--- config.mk ---
export PLATFORM = sky130hd
export DESIGN_NAME = uart_rx_fsm_flat
export DESIGN_NICKNAME = d
export VERILOG_FILES = /design/src/rtl/uart_rx_fsm_if.sv /design/src/rtl/uart_rx_fsm.sv /design/src/flat_wrapper.sv
export SDC_FILE = /design/constraint.sdc
export NUM_CORES = 1
export LEC_CHECK = 0
export CAP_MARGIN = 20
export CORE_MARGIN = 1
export CORE_UTILIZATION = 30
export DETAILED_ROUTE_END_ITERATION = 8
export GPL_ROUTABILITY_DRIVEN = 0
export PLACE_DENSITY_LB_ADDON = 0.08
export SLEW_MARGIN = 20
export SYNTH_ARGS = -nofsm -noshare
export SYNTH_HDL_FRONTEND = slang
export SYNTH_SLANG_ARGS = --single-unit
--- constraint.sdc ---
create_clock -name clk -period 2.65 [get_ports clk]
set_input_delay 0.6625 -clock clk [delete_from_list [all_inputs] [get_ports clk]]
set_output_delay 0.6625 -clock clk [all_outputs]
set_load 0.05 [all_outputs]
--- src/rtl/uart_rx_fsm_if.sv ---
// Receiver-side bundle: serial line, frame configuration and received word with status pulses.
interface uart_rx_fsm_if;
  logic       RX_IN;
  logic [5:0] Prescale;
  logic       PAR_EN;
  logic       PAR_TYP;
  logic [7:0] P_DATA;
  logic       data_valid;
  logic       par_err;
  logic       stp_err;

  modport master (
    output RX_IN, Prescale, PAR_EN, PAR_TYP,
    input  P_DATA, data_valid, par_err, stp_err
  );

  modport slave (
    input  RX_IN, Prescale, PAR_EN, PAR_TYP,
    output P_DATA, data_valid, par_err, stp_err
  );
endinterface

--- src/rtl/uart_rx_fsm.sv ---
// UART receiver: oversampled start/data/parity/stop framing with 2-of-3 mid-bit majority vote.
//   state  | meaning
//   IDLE   | line idle, waiting for a low sample (edge 0 of start bit)
//   START  | confirming the start bit; a high majority means glitch
//   DATA   | shifting in 8 data bits, LSB first
//   PARITY | checking the optional parity bit
//   STOP   | sampling the stop bit; outcome pulses on the cycle after
module uart_rx_fsm #(
  parameter int DATA_WIDTH = 8
) (
  input  logic          clk,
  input  logic          rst,
  uart_rx_fsm_if.slave  bus
);

  typedef enum logic [2:0] {IDLE, START, DATA, PARITY, STOP} state_e;

  state_e                state_q, state_d;
  logic [5:0]            edge_cnt_q, edge_cnt_d;
  logic [2:0]            bit_cnt_q, bit_cnt_d;
  logic [DATA_WIDTH-1:0] shift_q, shift_d;
  logic [DATA_WIDTH-1:0] p_data_q, p_data_d;
  logic [2:0]            samp_q, samp_d;
  logic [5:0]            pre_q, pre_d;
  logic                  par_en_q, par_en_d;
  logic                  par_typ_q, par_typ_d;
  logic                  par_mis_q, par_mis_d;
  logic                  dv_q, dv_d;
  logic                  pe_q, pe_d;
  logic                  se_q, se_d;

  logic [5:0] half;
  logic       at_bnd;
  logic       maj;

  assign half   = {1'b0, pre_q[5:1]};
  assign at_bnd = (edge_cnt_q == pre_q - 6'd1);
  assign maj    = (samp_q[0] & samp_q[1]) | (samp_q[0] & samp_q[2]) | (samp_q[1] & samp_q[2]);

  always_ff @(posedge clk) begin
    if (rst) state_q <= IDLE;
    else     state_q <= state_d;
  end

  always_comb begin
    state_d = state_q;
    case (state_q)
      IDLE:    if (!bus.RX_IN) state_d = START;
      START:   if (at_bnd) state_d = maj ? IDLE : DATA;
      DATA:    if (at_bnd && bit_cnt_q == 3'(DATA_WIDTH - 1))
                 state_d = par_en_q ? PARITY : STOP;
      PARITY:  if (at_bnd) state_d = STOP;
      STOP:    if (at_bnd) state_d = IDLE;
      default: state_d = IDLE;
    endcase
  end

  always_comb begin
    edge_cnt_d = edge_cnt_q;
    bit_cnt_d  = bit_cnt_q;
    shift_d    = shift_q;
    samp_d     = samp_q;
    pre_d      = pre_q;
    par_en_d   = par_en_q;
    par_typ_d  = par_typ_q;
    par_mis_d  = par_mis_q;
    p_data_d   = p_data_q;
    dv_d       = 1'b0;
    pe_d       = 1'b0;
    se_d       = 1'b0;

    if (state_q == IDLE) begin
      edge_cnt_d = 6'd0;
      // configuration is frozen for the whole frame at edge 0
      if (!bus.RX_IN) begin
        edge_cnt_d = 6'd1;
        bit_cnt_d  = 3'd0;
        par_mis_d  = 1'b0;
        pre_d      = bus.Prescale;
        par_en_d   = bus.PAR_EN;
        par_typ_d  = bus.PAR_TYP;
      end
    end else begin
      edge_cnt_d = at_bnd ? 6'd0 : edge_cnt_q + 6'd1;
      if (edge_cnt_q == half - 6'd1) samp_d[0] = bus.RX_IN;
      if (edge_cnt_q == half)        samp_d[1] = bus.RX_IN;
      if (edge_cnt_q == half + 6'd1) samp_d[2] = bus.RX_IN;

      if (at_bnd) begin
        case (state_q)
          DATA: begin
            shift_d   = {maj, shift_q[DATA_WIDTH-1:1]};
            bit_cnt_d = bit_cnt_q + 3'd1;
          end
          PARITY: par_mis_d = maj ^ (^shift_q) ^ par_typ_q;
          STOP: begin
            if (!maj)          se_d = 1'b1;
            else if (par_mis_q) pe_d = 1'b1;
            else begin
              dv_d     = 1'b1;
              p_data_d = shift_q;
            end
          end
          default: ;
        endcase
      end
    end
  end

  always_ff @(posedge clk) begin
    if (rst) begin
      edge_cnt_q <= 6'd0;
      bit_cnt_q  <= 3'd0;
      shift_q    <= '0;
      p_data_q   <= '0;
      samp_q     <= 3'd0;
      pre_q      <= 6'd0;
      par_en_q   <= 1'b0;
      par_typ_q  <= 1'b0;
      par_mis_q  <= 1'b0;
      dv_q       <= 1'b0;
      pe_q       <= 1'b0;
      se_q       <= 1'b0;
    end else begin
      edge_cnt_q <= edge_cnt_d;
      bit_cnt_q  <= bit_cnt_d;
      shift_q    <= shift_d;
      p_data_q   <= p_data_d;
      samp_q     <= samp_d;
      pre_q      <= pre_d;
      par_en_q   <= par_en_d;
      par_typ_q  <= par_typ_d;
      par_mis_q  <= par_mis_d;
      dv_q       <= dv_d;
      pe_q       <= pe_d;
      se_q       <= se_d;
    end
  end

  assign bus.P_DATA     = p_data_q;
  assign bus.data_valid = dv_q;
  assign bus.par_err    = pe_q;
  assign bus.stp_err    = se_q;

endmodule
--- src/flat_wrapper.sv ---
// flat-port wrapper written by rule: the top's interface ports become plain ports
module uart_rx_fsm_flat 
#(
  parameter int DATA_WIDTH = 8
)
  (clk, rst, bus_RX_IN, bus_Prescale, bus_PAR_EN, bus_PAR_TYP, bus_P_DATA, bus_data_valid, bus_par_err, bus_stp_err);
  uart_rx_fsm_if bus_i ();
  input  logic clk;
  input  logic rst;
  input wire logic [$bits(bus_i.RX_IN)-1:0] bus_RX_IN;
  input wire logic [$bits(bus_i.Prescale)-1:0] bus_Prescale;
  input wire logic [$bits(bus_i.PAR_EN)-1:0] bus_PAR_EN;
  input wire logic [$bits(bus_i.PAR_TYP)-1:0] bus_PAR_TYP;
  output wire logic [$bits(bus_i.P_DATA)-1:0] bus_P_DATA;
  output wire logic [$bits(bus_i.data_valid)-1:0] bus_data_valid;
  output wire logic [$bits(bus_i.par_err)-1:0] bus_par_err;
  output wire logic [$bits(bus_i.stp_err)-1:0] bus_stp_err;
  assign bus_i.RX_IN = bus_RX_IN;
  assign bus_i.Prescale = bus_Prescale;
  assign bus_i.PAR_EN = bus_PAR_EN;
  assign bus_i.PAR_TYP = bus_PAR_TYP;
  assign bus_P_DATA = bus_i.P_DATA;
  assign bus_data_valid = bus_i.data_valid;
  assign bus_par_err = bus_i.par_err;
  assign bus_stp_err = bus_i.stp_err;
  uart_rx_fsm #(.DATA_WIDTH(DATA_WIDTH)) u_core (.clk(clk), .rst(rst), .bus(bus_i));
endmodule
=== Yosys cells after proc, flatten, opt, wreduce, memory -nomap -nowiden ===
Index checks and enable logic that the tools add are counted.

* $add $sub $neg: 5
* Eq/ne operators: 14
* Multiplexer cells: 22
* Bitwise logic cells: 13
* Reductions and logical operators: 17

{| class="wikitable"
|+ Operators with widths
! operator !! count
|-
| 3-bit 2-to-1 mux || 10
|-
| 6-bit == test || 3
|-
| 3-bit one-hot mux with 5 select lines || 1
|-
| 6-bit 2-to-1 mux || 2
|-
| 5-bit AND reduction || 2
|-
| 3-bit AND reduction || 3
|-
| 1-bit 2-to-1 mux || 8
|-
| 2-bit by 1-bit != test with 1-bit output, second input constant || 4
|-
| 2-bit AND reduction || 4
|-
| 8-bit XOR reduction || 1
|-
| 5-bit by 1-bit adder with 6-bit output, second input constant || 1
|-
| 6-bit by 1-bit adder with 6-bit output, second input constant || 1
|-
| 3-bit by 2-bit == test with 1-bit output, second input constant || 2
|-
| 3-bit == test, second input constant || 2
|-
| 6-bit by 5-bit == test with 1-bit output || 1
|-
| 1-bit inverter || 6
|-
| 2-bit nonzero test || 3
|-
| 5-bit by 1-bit subtractor with 6-bit output, second input constant || 1
|-
| 6-bit by 1-bit subtractor with 6-bit output, second input constant || 1
|-
| 5-bit OR reduction || 1
|-
| 4-bit OR reduction || 1
|-
| 3-bit by 1-bit adder with 3-bit output, second input constant || 1
|-
| 1-bit bitwise AND || 3
|-
| 3-bit by 1-bit == test with 1-bit output, second input constant || 1
|-
| 6 further kinds || 8
|}

* Word-level logic and storage cells: 86
* Output and inout port bits: 11
* Flip-flop bits (word level): 43

=== Logic depth before layout (Yosys ltp) ===
* Depth in word-level cells: 8
* Mapped depth: 10

=== Worst setup path after synthesis ===
No wires, ideal clock.

* Kind: register -> register
* Start point: register u_core.pre_q[2]
* End point: register u_core.state_q[0]
* Required time: 2.529 ns
* Stages on the path, launching flop included: 11
* Setup time: 0.121 ns
* Slack: 0.475 ns
* Period minus slack after synthesis: 2.175 ns
* Data arrival time: 2.053 ns
* Cell sequence: dfxtp_1 -> buf_2 -> inv_1 -> ha_1 -> nor3b_1 -> a21oi_1 -> nor4_2 -> and2_4 -> buf_8 -> nor3_2 -> mux2_4

* Longest elaborated chain between the ends: 5

{| class="wikitable"
|+ RTL lines
! element !! RTL line !! source
|-
| start, declared || uart_rx_fsm.sv:24 || <nowiki>logic [5:0] pre_q, pre_d;</nowiki>
|-
| start signal, assigned || uart_rx_fsm.sv:130 || <nowiki>pre_q <= pre_d;</nowiki>
|-
| 6-bit by 1-bit subtractor with 6-bit output * || uart_rx_fsm.sv:37 || <nowiki>assign at_bnd = (edge_cnt_q == pre_q - 6'd1);</nowiki>
|-
| 6-bit == test * || uart_rx_fsm.sv:37 ||
|-
| 1-bit logical AND || uart_rx_fsm.sv:50 || <nowiki>DATA: if (at_bnd && bit_cnt_q == 3'(DATA_WIDTH - 1))</nowiki>
|-
| 2-bit by 1-bit != test with 1-bit output (no line) || - ||
|-
| 5-bit AND reduction (no line) * || - ||
|-
| end signal, assigned || uart_rx_fsm.sv:42 || <nowiki>else state_q <= state_d;</nowiki>
|-
| end, declared || uart_rx_fsm.sv:18 || <nowiki>state_e state_q, state_d;</nowiki>
|}

Every way passes the cells marked *; elsewhere a longest branch is shown, timed or not.
A chain may end at the register's enable or synchronous reset.

=== Final worst setup path ===
* Start point: register u_core.pre_q[2]
* End point: register u_core.p_data_q[6] (netlist: u_core.bus.P_DATA[6])

* Longest elaborated chain between the ends: 3

{| class="wikitable"
|+ RTL lines
! element !! RTL line !! source
|-
| 6-bit by 1-bit subtractor with 6-bit output || uart_rx_fsm.sv:37 ||
|-
| 6-bit == test || uart_rx_fsm.sv:37 ||
|-
| 5-bit AND reduction (no line) || - ||
|-
| end signal, assigned || uart_rx_fsm.sv:128 || <nowiki>p_data_q <= p_data_d;</nowiki>
|-
| end, declared || uart_rx_fsm.sv:22 || <nowiki>logic [DATA_WIDTH-1:0] p_data_q, p_data_d;</nowiki>
|}

No other way between the ends.

==> run_results.csv <==
group,metric,value,unit
timing,fin_crit,2420,ps
yosys,synth_seq_area_share,0.370,
timing,setup_ws,229,ps
timing,whs,471,ps
timing,finalMaxSlewViolations,0,
grt,grt_first_pass_wirelength,8.49,mm
finish,drive_above_1_share,0.0699,
job,maxCapViolCount,0,
worst_hold_path,hold_end,"u_core.bus.par_err$_SDFF_PP0_",
critical_path,crit_required,2840,ps
timing,fin_skew,7.09,ps
timing,hold_viol,0,
finish,antenna_cells,0,
floorplan,coreArea,7370,um^2
yosys,synth_cell_types,47,
clock_tree,ctsLongestPathBuffers,2,
finish,fin_area,2720,um^2
grt,grt_overflow,0,
clock_tree,htreeDepth,2,
worst_hold_path,whs_path_depth,2,
route,antenna_left,0,
route,post_drt_wl_per_cell,12.8,um
run_status,status,"finished clean",
timing,slew_headroom,0.665,
place,portBuffers,21,
route,drtIter0Drc,70,
yosys,ys_warn_count,0,
clock_tree,clock_sinks,43,
grt,track_usage,0.129,
place,place_inst,377,
floorplan,die_width,90.0,um
power_and_ir_drop,p_leak,1.14,nW
clock_tree,cts_tree,"built",
finish,final_nets,303,
place,placed_cell_area,2610,um^2
finish,register_area,861,um^2
place,place_ws,221,ps
power_and_ir_drop,power_density,689,nW/um^2
timing,final-setup-viol-count,0,
yosys,ys.flop_type,"dfxtp_1",
worst_hold_path,hp-class,"flip-flop to flip-flop",
critical_path,r2r-end,"u_core.bus.P_DATA[6]$_SDFFE_PP0P_",
finish,syn2layout_area_growth,17.1,%
critical_path,endpoint_kind,"flip-flop",
route,vias,1801,
timing,rsz0062_at_grt,"no",
power_and_ir_drop,total_power,1.87,mW
clock_tree,hold_buffers,0,
power_and_ir_drop,pwr-share-clk,0.281,
grt,antenna_found_initial,0,
route,routed_wl,4.91,mm
route,drt-vias-per-instance,4.68,
timing,fin_crit_sh,0.914,
critical_path,timing.rr.start,"u_core.pre_q[2]$_SDFFE_PP0P_",
finish,final_core_util,0.369,
yosys,post_synth_instance_area,2320,um^2
yosys,synthArstFlopShare,0,
power_and_ir_drop,ir_drop,0.000241,V
yosys,synth_cells,269,
route,post-route-drc-count,0,
yosys,yosys_register_bits,43,
timing,timing.fmax,413,MHz
finish,final_cells,385,
power_and_ir_drop,swShare,0.344,
critical_path,cp.arrival,2610,ps
floorplan,num_io_pins,22,
route,dr.pass1.iters,4,
clock_tree,cts-root-buf,"clkbuf_8",
floorplan,fp-row-count,31,
place,hpwl,3.51,mm
yosys,syn_nets,287,
power_and_ir_drop,power.internal,1.23,mW
power_and_ir_drop,p_comb_frac,0.295,
yosys,synth-edff-count,0,
clock_tree,worstSkewPairLatency,300,ps
timing,final.setup.tns,0,ps
grt,grt_max_degree,28,
floorplan,dieArea,8110,um^2
grt,grt_pass1_vias,1745,
critical_path,worst_setup_path_start_kind,"flip-flop",
worst_hold_path,worst_hold_startpoint,"u_core.par_mis_q$_SDFFE_PP0P_",
critical_path,r2r_slack,230,ps
finish,n_fill_cell,791,
clock_tree,post_cts.repair.setup_buffers,0,
floorplan,die_h,90.0,um
yosys,avgSynthCellArea,8.64,um^2
clock_tree,cts_inserted_buffers,5,
power_and_ir_drop,pwr-share-seq,0.424,
critical_path,critical_path_class,"flip-flop to flip-flop",
floorplan,start_util,0.315,
power_and_ir_drop,power_switching,0.645,mW
critical_path,crit_path_max_fanout,10,
clock_tree,clk_pin_slew,90,ps
timing,tightest_slew,501,ps
clock_tree,cts_resized,0,
critical_path,reg2regPathDepth,8,
finish,multi_input_area,1370,um^2
[power by group through the flow]
stage	clock (mW)	sequential [mW]	combinational, mW
final	0.527	0.795	0.553
after global routing	0.571	0.807	0.622
after CTS	0.550	0.796	0.560
after detailed placement	0	0.810	0.557
after global placement	0	0.814	0.565
after floorplan	0	0.744	0.484
[worst max-delay path, stage by stage (launching register included)]
cell and delay [ps]:
dfxtp_1 530, inv_1 140, ha_1 250, nor3b_1 160
and3_4 210, nor4_2 320, nand4_2 380, mux2i_1 260
nor2_1 60
[cell usage in the layout (no fill, tap or decap), drive strengths merged, types with 5 or more instances in the layout]
master and n:
xor2 14, nor2b 5, and3 5, clkbuf 5, nor3 6, inv 5, nor2 39, dfxtp 43
ha 7, clkdlybuf4s50 21, mux2i 19, nand3 13, xnor2 19, a21oi 15, nand2 23
[layout make-up]
class / count / share of cell area
Clock inverter: 3 / 0.0161
Timing Repair Buffer: 25 / 0.0882
Multi-Input combinational cell: 205 / 0.502
Clock buffer: 5 / 0.0253
Sequential cell: 43 / 0.316
Inverter: 5 / 0.00689
Tap cell: 99 / 0.0455
[cell usage after synthesis (2+ instances only)]
library cell / number / area, um^2
nor2b_1: 5 / 31.3
xnor2_1: 19 / 166
o21ai_0: 3 / 15.0
inv_1: 5 / 18.8
buf_2: 6 / 30.0
nand2b_1: 4 / 25.0
clkbuf_1: 9 / 33.8
nor4_1: 3 / 18.8
and3_1: 4 / 25.0
nor3_1: 4 / 20.0
mux2i_1: 19 / 190
ha_1: 7 / 87.6
or3_1: 3 / 18.8
nand3b_1: 2 / 15.0
nor2_1: 39 / 146
nor3b_1: 2 / 15.0
nand2_1: 23 / 86.3
xor2_1: 14 / 123
o211ai_1: 2 / 15.0
nand3_1: 13 / 65.1
dfxtp_1: 43 / 861
a21oi_1: 15 / 75.1
[cell families after synthesis]
logic type	share of synthesized area
AND/OR/NAND/NOR	0.250
AO/OA/AOI/OAI	0.0786
adder cells (fa/ha/maj)	0.0420
flip-flops	0.370
buffers and inverters	0.0420
XOR/XNOR	0.124
multiplexers	0.0931
[how the worst max path moves through the flow]
| stage | startpoint | to | slack (ps) | cells after the start |
|---|---|---|---|---|
| finish | u_core.pre_q[2]$_SDFFE_PP0P_ | u_core.bus.P_DATA[6]$_SDFFE_PP0P_ | 230 | 8 |
| global route | u_core.pre_q[2]$_SDFFE_PP0P_ | u_core.bus.P_DATA[3]$_SDFFE_PP0P_ | 30 | 8 |
| CTS | u_core.pre_q[2]$_SDFFE_PP0P_ | u_core.bus.P_DATA[6]$_SDFFE_PP0P_ | 190 | 8 |
| detailed placement | u_core.pre_q[2]$_SDFFE_PP0P_ | u_core.bus.P_DATA[6]$_SDFFE_PP0P_ | 220 | 8 |
| global placement | u_core.pre_q[2]$_SDFFE_PP0P_ | u_core.bus.P_DATA[3]$_SDFFE_PP0P_ | 310 | 8 |
| floorplan | u_core.pre_q[2]$_SDFFE_PP0P_ | u_core.state_q[0]$_SDFFE_PP0P_ | 480 | 10 |
[metal layers]
layer,GRT usage,up-vias,wire (um),share of wire
met5,0,-,0,0
met4,0.0363,0,59,0.012
met3,0.0262,6,158,0.032
met2,0.207,30,2170,0.44
met1,0.176,823,2520,0.51
li1,-,942,-,-
[state kept, by name, indices dropped and copies added, names as in the netlist]
signal                 cells
u_core.bit_cnt_q           3
u_core.bus.P_DATA          8
u_core.bus.data_valid      1
u_core.bus.par_err         1
u_core.bus.stp_err         1
u_core.edge_cnt_q          6
u_core.par_en_q            1
u_core.par_mis_q           1
u_core.par_typ_q           1
u_core.pre_q               6
u_core.samp_q              3
u_core.shift_q             8
u_core.state_q             3
Power figures use the tool's default switching activity.
==> patch 1, RTL diff (same flow settings) <==
The 5 states of `state_e` get a one-hot encoding in 5 bits.
--- a/src/rtl/uart_rx_fsm.sv
+++ b/src/rtl/uart_rx_fsm.sv
@@ -15,3 +15,3 @@
 
-  typedef enum logic [2:0] {IDLE, START, DATA, PARITY, STOP} state_e;
+  typedef enum logic [4:0] {IDLE = 5'b00001, START = 5'b00010, DATA = 5'b00100, PARITY = 5'b01000, STOP = 5'b10000} state_e;
 
Behaviour: no difference found for any inputs over 10 cycles, from zero or initial values and one cycle with rst high; not proved beyond that.
==> patch 1 against the original RTL <==
Fmax rose by 4.5%. Worst setup slack gained 100 ps. Total power is 22% lower. Final cell count is 3.6% higher. Sequential cell count rose by 2. First-iteration DRC count is 21% lower. Core utilization is 0.086 points higher. Design area grew 5.1%. Routed wire length rose by 13%. Largest power group unchanged. Synthesized area rose by 2.7%.
==> patch 1: results (changes against the original RTL) <==
Parameter                              Value

Yosys
  Xor and xnor fraction of the mapped netlist area    10.84% (-1.6 points)
  Warnings, synthesis    0 (unchanged)
  Net count after synthesis    285 (-0.70%)
  Synth Area in Adders    4.086% (-0.11 points)
  Fraction of the yosys area taken by sequential cells    37.72% (+0.69 points)
  Multiplexer share of the synthesized area    14.25% (+4.9 points)
  Dominant cells by area after synthesis    dfxtp_1, mux2i_1, xnor2_1
  Fraction of the mapped netlist area in compound gates    8.486% (+0.63 points)
  Most frequent cells after synthesis    dfxtp_1, nand2_1, mux2i_1

Finish
  Ratio of cells with drive above 1 in the final layout    9.428% (+2.4 points)
  Final #Nets    314 (+3.6%)
  Fillcell total    796 (+0.63%)

Timing
  Setup clock skew after layout    8.697 ps (+1.607 ps)
  Worst-case headroom to the max-slew limit    58.86% (-7.6 points)

Detailed routing
  Final Routed Wirelength    5564 um (+13%)
  Overall via count from detail_route    1926 (+6.9%)
  Iter 0 DRT Violations    55 (-21%)

Status
  Result of the run    complete, no violations

Worst setup path
  Critical path's largest stage delay    620 ps (+90 ps)
  Slowest CP cell    a2111oi_0
  Largest delay contributor family on the critical path    compound AO/OA/AOI/OAI gates

Global routing
  Tot GR Track Use    14.52% (+1.6 points)
  Vias in the first global route    1959 (+12%)
  Largest net degree at the start of global routing    19 (-32%)

Pwr
  Leakage power of the design    1.101 nW (-3.3%)
  Peak VDD IR    0.2472 mV (+2.8%)

Place
  Hpwl dp    4155 um (+18%)
patch 1: final timing paths:
path	from	endpoint	slack [ps]	depth (start not counted)
max	u_core.pre_q[1]	u_core.state_q[3]	330	7
min	u_core.bus.P_DATA[4]	u_core.bus.P_DATA[4]	460	2
max reg2reg	u_core.pre_q[1]	u_core.state_q[3]	330	7
min reg2reg	u_core.bus.P_DATA[4]	u_core.bus.P_DATA[4]	460	2
patch 1: metrics by stage:
stage	setup slack (ps)	cells	hold slack (ps)	utilization [%]	area, sq um
2_1_floorplan	461.2	267	423.4	-	2389
3_3_place_gp	313.0	391	445.4	35.86	2771
3_5_place_dp	343.7	391	445.4	35.86	2771
4_1_cts	301.4	399	468.2	37.03	2861
5_1_grt	100.2	399	483.5	37.03	2861
6_report	332.6	399	460.7	37.03	2861
patch 1: per-layer routing:
layer / part of all wire, % / GRT usage [%] / up-vias
met5: 0 / 0 / -
li1: - / - / 984
met3: 3.3 / 2.596 / 10
met1: 50 / 19.26 / 898
met2: 44 / 23.30 / 34
met4: 2.1 / 5.688 / 0
patch 1: area by class of cell:
cell class / count / area [sq um] / area share [%]
clock buffers: 5 / 68.82 / 2.405
multi-input cells: 205 / 1420 / 49.63
flip-flops and latches: 45 / 900.9 / 31.48
well taps: 102 / 127.6 / 4.460
clock inverters: 3 / 21.27 / 0.7433
repair buffers: 33 / 300.3 / 10.49
inverters: 6 / 22.52 / 0.7871
patch 1: power by group through the flow:
stage          clock network [mW]  registers [mW]  logic, mW
2_1_floorplan                   0           0.734      0.210
3_3_place_gp                    0           0.744      0.291
3_5_place_dp                    0           0.743      0.290
4_1_cts                     0.466           0.727      0.292
5_1_grt                     0.488           0.733      0.324
6_report                    0.438           0.728      0.290
==> patch 2, RTL diff (same settings) <==
Made on the original files. Reset style: asynchronous (`rst`), changed in 2 clocked blocks.
--- a/src/rtl/uart_rx_fsm.sv
+++ b/src/rtl/uart_rx_fsm.sv
@@ -39,3 +39,3 @@
 
-  always_ff @(posedge clk) begin
+  always_ff @(posedge clk or posedge rst) begin
     if (rst) state_q <= IDLE;
@@ -109,3 +109,3 @@
 
-  always_ff @(posedge clk) begin
+  always_ff @(posedge clk or posedge rst) begin
     if (rst) begin
Behaviour: no difference found for any inputs over 10 cycles, from zero or initial values and one cycle with rst high; that may be too few to reach the edited logic, so the function may still have changed.
==> patch 2 against the original RTL <==
Synthesized area increased by 4.4%. Worst setup slack worse by 2.2 ps. Sequential cell count is the same. Die area is 4.3% higher. Design area up 5.7%. Routed wire length up 1.5%. Non-clock buffer count up 4. Hold slack gained 40 ps. Count of clock-buffer cells in the layout rose by 2. Critical endpoint is now u_core.shift_q[7].
Power is not compared: it rests on default switching activity, and its combinational part moved more than twofold at a synthesized area within 25%.
==> patch 2: results (changes against the original RTL) <==
Parameter                              Value

Status
  Result of the run    complete, no violations

CTS
  CTS Root Cell    clkbuf_8

Yosys
  Fraction of the yosys area taken by sequential cells    44.35% (+7.3 points)
  Net count after synthesis    233 (-19%)
  Number of instances in the synthesized netlist    215 (-20%)
  Fraction of registers with async set/reset    100.0% (+100 points)
  Synth unique cells    46 (-2.1%)
  Dominant cells by area after synthesis    dfrtp_1, mux2_2, mux2_4
  Most frequent cells after synthesis    dfrtp_1, mux2_2, xnor2_1

Detailed routing
  Total met2 wirelength after detailed routing    1986 um (-8.5%)
  Overall via count from detail_route    1629 (-9.6%)
  Met3 wirelength from detailed routing    221 um (+40%)
  M1 WL    2718 um (+7.7%)
  Post-DR vias/cell    4.749 (+1.5%)
  Final Routed Wirelength    4985 um (+1.5%)
  Iter 0 DRT Violations    121 (+73%)

Worst setup path
  Critical path's largest stage delay    640 ps (+110 ps)
  Setup slack, reg-to-reg    230 ps
  Maximum fanout along the worst path    11 (+1)
  Worst r2r src    u_core.pre_q[1]
  Terminus of the critical flop-to-flop path    u_core.shift_q[7]
  Worst Reg-to-Reg Cells    6 (-2)
  Slowest CP cell    or4_4

Place
  Area of placed instances    2780 sq um (+6.5%)
  Hpwl dp    3554 um (+1.4%)
  Setup Slack @ Placement    127.0 ps (-94.27 ps)

Timing
  Worst-case headroom to the max-slew limit    62.73% (-3.8 points)
  Setup clock skew after layout    9.018 ps (+1.928 ps)
  Post-route worst hold slack    511.2 ps (+40.05 ps)

Global routing
  Tot GR Track Use    12.78% (-0.16 points)
  Largest net degree at the start of global routing    25 (-11%)
  Wire length of the first global-routing pass    8300 um (-2.3%)

Worst hold path
  Number of cells on the worst hold path    1 (-1)

Finish
  Ratio of cells with drive above 1 in the final layout    20.75% (+14 points)
  Final #Nets    258 (-15%)
  Fillcell total    800 (+1.1%)
-- patch 2: cell types whose count changed in the layout (fill, tap and decap cells not counted), moves of 11 or more --
cell     before  now
dfxtp_1      43    0
nor2_1       39   13
nand2_1      23   12
a21oi_1      15    3
mux2i_1      19    1
dfrtp_1       0   43
mux2_2        1   17
-- patch 2: worst max path at each step --
stage                               start                    to  slack [ps]  cells past startpoint
after global placement    u_core.pre_q[1]     u_core.shift_q[5]         180                      7
final                     u_core.pre_q[1]     u_core.shift_q[7]         230                      6
after detailed placement  u_core.pre_q[1]   u_core.bit_cnt_q[2]         130                      7
after CTS                 u_core.pre_q[1]     u_core.shift_q[7]         130                      7
after global routing      u_core.pre_q[1]  u_core.bus.P_DATA[4]          40                      9
after floorplan           u_core.pre_q[2]   u_core.bit_cnt_q[0]          80                      9
-- patch 2: kinds of logic (layout without fill, tap and decap cells) --
group                    Yosys count  after routing  synth area share [%]
multiplexers                      28             28                 14.49
AO/OA/AOI/OAI                     26             26                 8.355
AND/OR/NAND/NOR                   65             65                 14.70
buffers and inverters             19             45                 3.558
adder cells (fa/ha/maj)            8              8                 4.023
XOR/XNOR                          26             26                 10.52
flip-flops                        43             43                 44.35
-- patch 2: cell type report --
class                      instances  area, sq um  area share (%)
inverter                           8        30.03           1.044
sequential                        43         1076           37.41
tap                              102        127.6           4.437
clock buffer                       7        86.33           3.001
timing repair buffer              29        282.8           9.830
clock inverter                     1        8.758          0.3045
multi-input combinational        153         1265           43.98
-- patch 2: layer usage --
layer  GRT usage (%)  vias to the layer above
met1           20.17                      779
met2           16.92                       38
met4           3.906                        0
met5               0                        -
li1                -                      808
met3           2.819                        4
-- patch 2: power by group --
part           internal [mW]  switching (mW)
clock network          0.214           0.232
registers              0.802           0.264
logic                  0.595           0.600
